File: src/rtl/spi_cmd_decoder.sv
// SUMP byte-stream to command assembler: one-byte short opcodes, and long opcodes that carry 4 LSB-first argument bytes.
// Optional inter-byte timeout for partial long commands is enabled with `define CMD_TIMEOUT_EN.
module spi_cmd_decoder #(
  parameter logic [7:0]  NOP_OPCODE     = 8'h7F,
  parameter int unsigned TIMEOUT_CYCLES = 100000
) (
  input  logic        clk,
  input  logic        rst_n,
  input  logic        rx_valid,
  input  logic [7:0]  rx_data,
  output logic        cmd_valid,
  output logic        cmd_long,
  output logic [7:0]  cmd_opcode,
  output logic [31:0] cmd_data,
  output logic        soft_reset,
  output logic        busy,
  output logic        timeout_abort
);

  typedef enum logic {
    IDLE,
    ARG
  } state_t;

  state_t      state, state_nxt;
  logic [1:0]  arg_cnt, arg_cnt_nxt;
  logic [7:0]  op_reg, op_reg_nxt;
  logic [23:0] arg_reg, arg_reg_nxt;

  logic        valid_nxt;
  logic        long_nxt;
  logic [7:0]  opcode_nxt;
  logic [31:0] data_nxt;
  logic        srst_nxt;
  logic        abort_nxt;
  logic        expired;

`ifdef CMD_TIMEOUT_EN
  localparam int unsigned TW = $clog2(TIMEOUT_CYCLES + 1);

  logic [TW-1:0] tcnt, tcnt_nxt;
  logic          abort_reg;

  // Counter value equals (idle cycles - 1), so expiry lands on the TIMEOUT_CYCLES-th idle clock.
  assign expired = (state == ARG) && !rx_valid && (tcnt == TW'(TIMEOUT_CYCLES - 1));

  always_comb begin
    tcnt_nxt = '0;
    if (state == ARG && !rx_valid && !expired)
      tcnt_nxt = tcnt + 1'b1;
  end

  always_ff @(posedge clk or negedge rst_n) begin
    if (!rst_n) begin
      tcnt      <= '0;
      abort_reg <= 1'b0;
    end else begin
      tcnt      <= tcnt_nxt;
      abort_reg <= abort_nxt;
    end
  end

  assign timeout_abort = abort_reg;
`else
  assign expired       = 1'b0;
  assign timeout_abort = 1'b0;
`endif

  always_comb begin
    state_nxt   = state;
    arg_cnt_nxt = arg_cnt;
    op_reg_nxt  = op_reg;
    arg_reg_nxt = arg_reg;
    valid_nxt   = 1'b0;
    long_nxt    = cmd_long;
    opcode_nxt  = cmd_opcode;
    data_nxt    = cmd_data;
    srst_nxt    = 1'b0;
    abort_nxt   = 1'b0;

    unique case (state)
      IDLE: begin
        if (rx_valid) begin
          if (rx_data[7]) begin
            op_reg_nxt  = rx_data;
            arg_reg_nxt = '0;
            arg_cnt_nxt = '0;
            state_nxt   = ARG;
          end else if (rx_data != NOP_OPCODE) begin
            valid_nxt  = 1'b1;
            long_nxt   = 1'b0;
            opcode_nxt = rx_data;
            data_nxt   = '0;
            srst_nxt   = (rx_data == 8'h00);
          end
        end
      end

      ARG: begin
        if (rx_valid) begin
          unique case (arg_cnt)
            2'd0: arg_reg_nxt[7:0]   = rx_data;
            2'd1: arg_reg_nxt[15:8]  = rx_data;
            2'd2: arg_reg_nxt[23:16] = rx_data;
            // Last lane goes straight to the output register with the stored lanes.
            default: begin
              valid_nxt  = 1'b1;
              long_nxt   = 1'b1;
              opcode_nxt = op_reg;
              data_nxt   = {rx_data, arg_reg};
              state_nxt  = IDLE;
            end
          endcase
          arg_cnt_nxt = arg_cnt + 2'd1;
        end else if (expired) begin
          abort_nxt   = 1'b1;
          arg_cnt_nxt = '0;
          state_nxt   = IDLE;
        end
      end

      default: state_nxt = IDLE;
    endcase
  end

  always_ff @(posedge clk or negedge rst_n) begin
    if (!rst_n) begin
      state      <= IDLE;
      arg_cnt    <= '0;
      op_reg     <= '0;
      arg_reg    <= '0;
      cmd_valid  <= 1'b0;
      cmd_long   <= 1'b0;
      cmd_opcode <= '0;
      cmd_data   <= '0;
      soft_reset <= 1'b0;
    end else begin
      state      <= state_nxt;
      arg_cnt    <= arg_cnt_nxt;
      op_reg     <= op_reg_nxt;
      arg_reg    <= arg_reg_nxt;
      cmd_valid  <= valid_nxt;
      cmd_long   <= long_nxt;
      cmd_opcode <= opcode_nxt;
      cmd_data   <= data_nxt;
      soft_reset <= srst_nxt;
    end
  end

  assign busy = (state == ARG);

endmodule

File: config.mk
export PLATFORM = sky130hd
export DESIGN_NAME = spi_cmd_decoder
export DESIGN_NICKNAME = d
export VERILOG_FILES = /design/src/rtl/spi_cmd_decoder.sv
export SDC_FILE = /design/constraint.sdc
export NUM_CORES = 1
export LEC_CHECK = 0
export ABC_AREA = 1
export CELL_PAD_IN_SITES_DETAIL_PLACEMENT = 0
export CELL_PAD_IN_SITES_GLOBAL_PLACEMENT = 1
export CORE_MARGIN = 2
export CORE_UTILIZATION = 30
export CTS_CLUSTER_SIZE = 25
export DETAILED_ROUTE_END_ITERATION = 8
export PLACE_DENSITY_LB_ADDON = 0.1
export SYNTH_ARGS = -nofsm -noshare
export SYNTH_HDL_FRONTEND = slang
export SYNTH_SLANG_ARGS = --single-unit
File: constraint.sdc
create_clock -name clk -period 2.1 [get_ports clk]
set_clock_uncertainty 0.1 [all_clocks]
set_input_delay 0.42 -clock clk [delete_from_list [all_inputs] [get_ports clk]]
set_output_delay 0.42 -clock clk [all_outputs]
set_load 0.03 [all_outputs]
After elaboration in Yosys (flattened, before gate mapping)
Cells that the tools add are included.

Flip-flop bits (word level): 78. Input port bits: 11. Output and inout bits: 45. Logic and storage cells: 78.

Add/sub/neg operators: 1. Equal/unequal tests: 12. Multiplexer cells: 44. Bitwise operators: 1. Reductions and logical operators: 9.

Operators by type and width (count): two-way mux 32 bit (5); two-way mux 24 bit (3); two-way mux 8 bit (8); case mux 32 bit (2 select lines) (1); case mux 24 bit (2 select lines) (1); two-way mux 1 bit (18); case mux 8 bit (2 select lines) (1); != test 2 bit (second input constant) (6); AND reduction 4 bit (3); logical NOT 8 bit (1); != test 8 x 7 -> 1 bit (second input constant) (1); two-way mux 2 bit (3); != test 2 x 1 -> 1 bit (second input constant) (3); case mux 1 bit (2 select lines) (3); AND reduction 3 bit (2); AND reduction 5 bit (1); case mux 2 bit (2 select lines) (1); OR reduction 3 bit (1); adder 2 x 1 -> 2 bit (second input constant) (1); == test 2 x 1 -> 1 bit (second input constant) (1); == test 2 bit (second input constant) (1); logical NOT 2 bit (1); inverter 1 bit (1).

Logic depth before layout (Yosys ltp)
Word-level depth: 5. Gate-level depth with buffers: 9. Gate-level depth less buffers: 8.

Worst setup path after synthesis
OpenSTA, ideal clock, no wires.

Path kind: register to register. From: register state, in the netlist busy. To: register cmd_long. Data arrival time: 1.291 ns. Required time: 1.881 ns. Path slack: 0.590 ns. Cell stages (with the launch flop): 9. Buffers on the path: 2. Clock period less this slack: 1.510 ns. Path through: dfrtp_1 buf_6 nand2_1 nand2_1 nor2_4 nand2_4 buf_6 nand2_1 nand2_1.

Word-level cells in the longest chain between the ends: 3. Elaborated cells between the ends (all ways): 8. Those cells by class: eq/ne: 5; mux: 1; bitwise: 1; reduce/logical: 1.

RTL lines: start: declaration (line 25) `state_t state, state_nxt;`; start signal: assignment (line 138) `state <= state_nxt;`; inverter 1 bit; != test 2 bit (no source line); AND reduction 5 bit (no source line); end signal: assignment (line 143) `cmd_long <= long_nxt;`; end: declaration (line 12) `output logic cmd_long,`.

Parallel ways exist; a longest one is shown, timed or not. A chain may end at the register's enable or synchronous reset.

Worst setup path in the final report
From: register cmd_data[8]. To: output cmd_data[8].

RTL lines: start: declaration (line 14) `output logic [31:0] cmd_data,`; start signal: assignment (line 145) `cmd_data <= data_nxt;`.

No word-level cell between the ends.

==> key figures <==
Clocking
  • Resized cells post-CTS: 0
  • Clock buffer depth: 2
  • Worst skew pair latency: 0.35 ns
  • # H-tree levels: 3
  • Post-CTS Setup Bufs: 0
  • CTS Buf Count: 9
  • Reg clk slew, reported paths: 0.08 ns
  • CTS tree: yes
  • Clock sinks: 78
  • Post-CTS Hold Buffers: 1
  • Clock root buffer master: clkbuf_8

Critical path
  • Critical Path End Type: output pin
  • Startpoint Class: register
  • CP required: 1.58 ns
  • Crit path DAT: roughly 1.4 ns
  • CP max-delay cell: clkdlybuf4s50_1
  • Max incr delay on CP: 0.67 ns
  • Worst-path fanout max: 2
  • Worst Path Class, Setup: register to output pin
  • Crit-path cells: clkdlybuf4s50_1
  • CP delay by family, top: buffers and inverters
  • CP bufs+invs: 1

Die
  • Die ar.: 11700 µm²
  • Die Span Y: 108 µm
  • Core area: 10700 µm²
  • IO Pins: 56
  • Die width: 108 µm
  • Initial Util: 0.305
  • Rows: 38

Layout
  • Nets: 433
  • Max FFs per register: 32
  • Cell area after layout: 4170 µm²
  • Area of the multi-input gates: between 1000 and 1500 µm²
  • N_diodes: 0
  • Finished Layout Cells: approximately 560
  • Fillcell total: 1127
  • FF/Latch Area: 1950 µm²
  • Layout cell share with drive strength beyond 1: 0.109
  • Area growth syn-to-layout: 28.0%

GRT
  • Tot GR Track Use: 0.149
  • Congestion Overflow GR: 0
  • Largest net degree at the start of global routing: 40
  • Vias in the first global route: 2524
  • Initial antenna violation count: 0
  • First-pass GRT wire length: roughly 13000 µm

Routing
  • WL per Instance: 13.7 µm
  • Detailed-route via count: 2410
  • Post-route ant nets: 0
  • DR vias/cell: 4.29
  • First-pass DRT Iterations: 4
  • Drt total wl: about 7700 µm
  • Initial DRC count: 97
  • Post-route DRC: 0

Synthesis
  • Netlist cell types: 22
  • Syn nets: 367
  • #FFs+latches synth: around 80
  • Yosys warning count: 0
  • Mapped Area: 3260 µm²
  • Post-synthesis cell count: 352
  • Avg Cell Area, Syn: roughly 9.3 µm²
  • Register area share after synthesis: 0.599

Placed design
  • Port Buf Inserts: 54
  • Final GP Congestion: 0.745
  • HPWL Detailed: 5470 µm
  • Post-DP Area: between 3000 and 4000 µm²
  • Placed cells: 546

Power
  • Pwr Density: 1400 nW/µm²
  • Sequential share of power: 0.404
  • VDD IR max: 0.429 mV
  • Leak pwr: approximately 2.1 nW
  • Combinational power share: 0.424
  • Clock power frac: 0.172
  • Net Sw Power: roughly 2.4 mW
  • P_int: 3.45 mW
  • Sw Share: 0.408

Hold path
  • Tightest Hold Check Type: register to register

Timing
  • RSZ-0062 raised after global routing: no
  • Fmax achieved: 523 MHz
  • Setup_tns: 0 ns
  • WHS: roughly 0.37 ns
  • Worst Tran Pin Value: 0.695 ns
  • Hold Fails Final Rpt: 0
  • Final worst path period share: 0.911
  • Final setup fails: 0
  • Fin crit period: 1.91 ns
  • Pins over their slew limit: 0
  • Max_slew headroom: 0.537

Run status
  • Status: complete, no violations

Run
  • Maxcap violations: 0
-- path summary, 6_finish.rpt --
check	slack, ns	to	cells past startpoint	from
worst max register to register	0.42	arg_reg[0]	5	arg_cnt[0]
worst min register to register	0.37	cmd_data[21]	2	cmd_data[21]
worst min-delay path	0.37	cmd_data[21]	2	cmd_data[21]
min in group asynchronous	0.50	cmd_data[8]	2	rst_n
worst max-delay path	0.19	cmd_data[8]	1	cmd_data[8]
max in group asynchronous	0.76	op_reg[5]	3	rst_n
-- stage by stage --
stage          setup slack (ns)  power [mW]   util
2_1_floorplan             0.590        3.99      -
3_3_place_gp              0.161        4.89  0.374
3_5_place_dp              0.142        4.91  0.374
4_1_cts                   0.169        5.93  0.390
5_1_grt                   0.127        6.29  0.390
6_report                  0.187        5.83  0.390
-- synth_stat cells --
| cell type | n | area, µm² |
|---|---|---|
| nand2_1 | 164 | 616 |
| dfrtp_1 | 78 | 1950 |
| o21ai_0 | 32 | 160 |
| nand3_1 | 16 | 80.1 |
| inv_1 | 14 | 52.6 |
| buf_6 | 9 | 101 |
| nor2_1 | 6 | 22.5 |
| o21ai_2 | 6 | 52.6 |
| ha_1 | 4 | 50.1 |
| buf_2 | 3 | 15.0 |
| o21ai_1 | 3 | 15.0 |
| buf_4 | 2 | 15.0 |
| inv_2 | 2 | 7.51 |
| nand2_4 | 2 | 22.5 |
| nand4_1 | 2 | 12.5 |
| nor2_4 | 2 | 22.5 |
| o21ai_4 | 2 | 32.5 |
| clkbuf_1 | 1 | 3.75 |
| clkinv_1 | 1 | 3.75 |
| conb_1 | 1 | 3.75 |
| nand3_2 | 1 | 10.0 |
| nor3b_1 | 1 | 7.51 |
-- cell usage in the layout, fill, tap and decap left out, types with 6 or more instances in the layout --
cell,n
inv_1,14
o21ai_0,32
buf_4,13
clkbuf_8,10
nand3_1,16
nand2_1,164
nor2_1,6
clkdlybuf4s50_1,52
o21ai_2,6
dfrtp_1,78
-- logic make-up (layout without fill, tap and decap cells) --
| family | Yosys count | in the layout | synth area share |
|---|---|---|---|
| buffers and inverters | 32 | 102 | 0.0611 |
| adders and majority gates | 4 | 4 | 0.0154 |
| AOI/OAI and AO/OA | 43 | 43 | 0.0799 |
| other | 1 | 1 | 0.00115 |
| DFF | 78 | 78 | 0.599 |
| and+or+nand+nor | 194 | 194 | 0.243 |
-- area by class of cell --
cell class | count | area share
clock buffer | 11 | 0.0339
clock inverter | 4 | 0.00570
inverter | 17 | 0.0153
multi-input combinational | 242 | 0.265
sequential | 78 | 0.468
tap | 140 | 0.0420
timing repair buffer | 70 | 0.170
-- metal layers --
layer	vias up	global-route usage	share of wire
met4	0	0.0577	0.012
met2	47	0.224	0.44
met5	-	0	0
met3	6	0.0271	0.043
met1	1123	0.212	0.51
li1	1234	-	-
-- worst min-delay path, cell delays in order (launching register included) --
cell and delay, ns:
dfrtp_1 0.35, nand2_1 0.05, nand2_1 0.04
-- power by group through the flow --
| stage | Sequential [mW] | Combinational (mW) | Clock, mW |
|---|---|---|---|
| 2_1_floorplan | 2.89 | 1.10 | 0 |
| 3_3_place_gp | 2.38 | 2.51 | 0 |
| 3_5_place_dp | 2.39 | 2.52 | 0 |
| 4_1_cts | 2.37 | 2.52 | 1.04 |
| 5_1_grt | 2.44 | 2.75 | 1.10 |
| 6_report | 2.36 | 2.47 | 1.00 |
(Power assumes the default switching activity.)
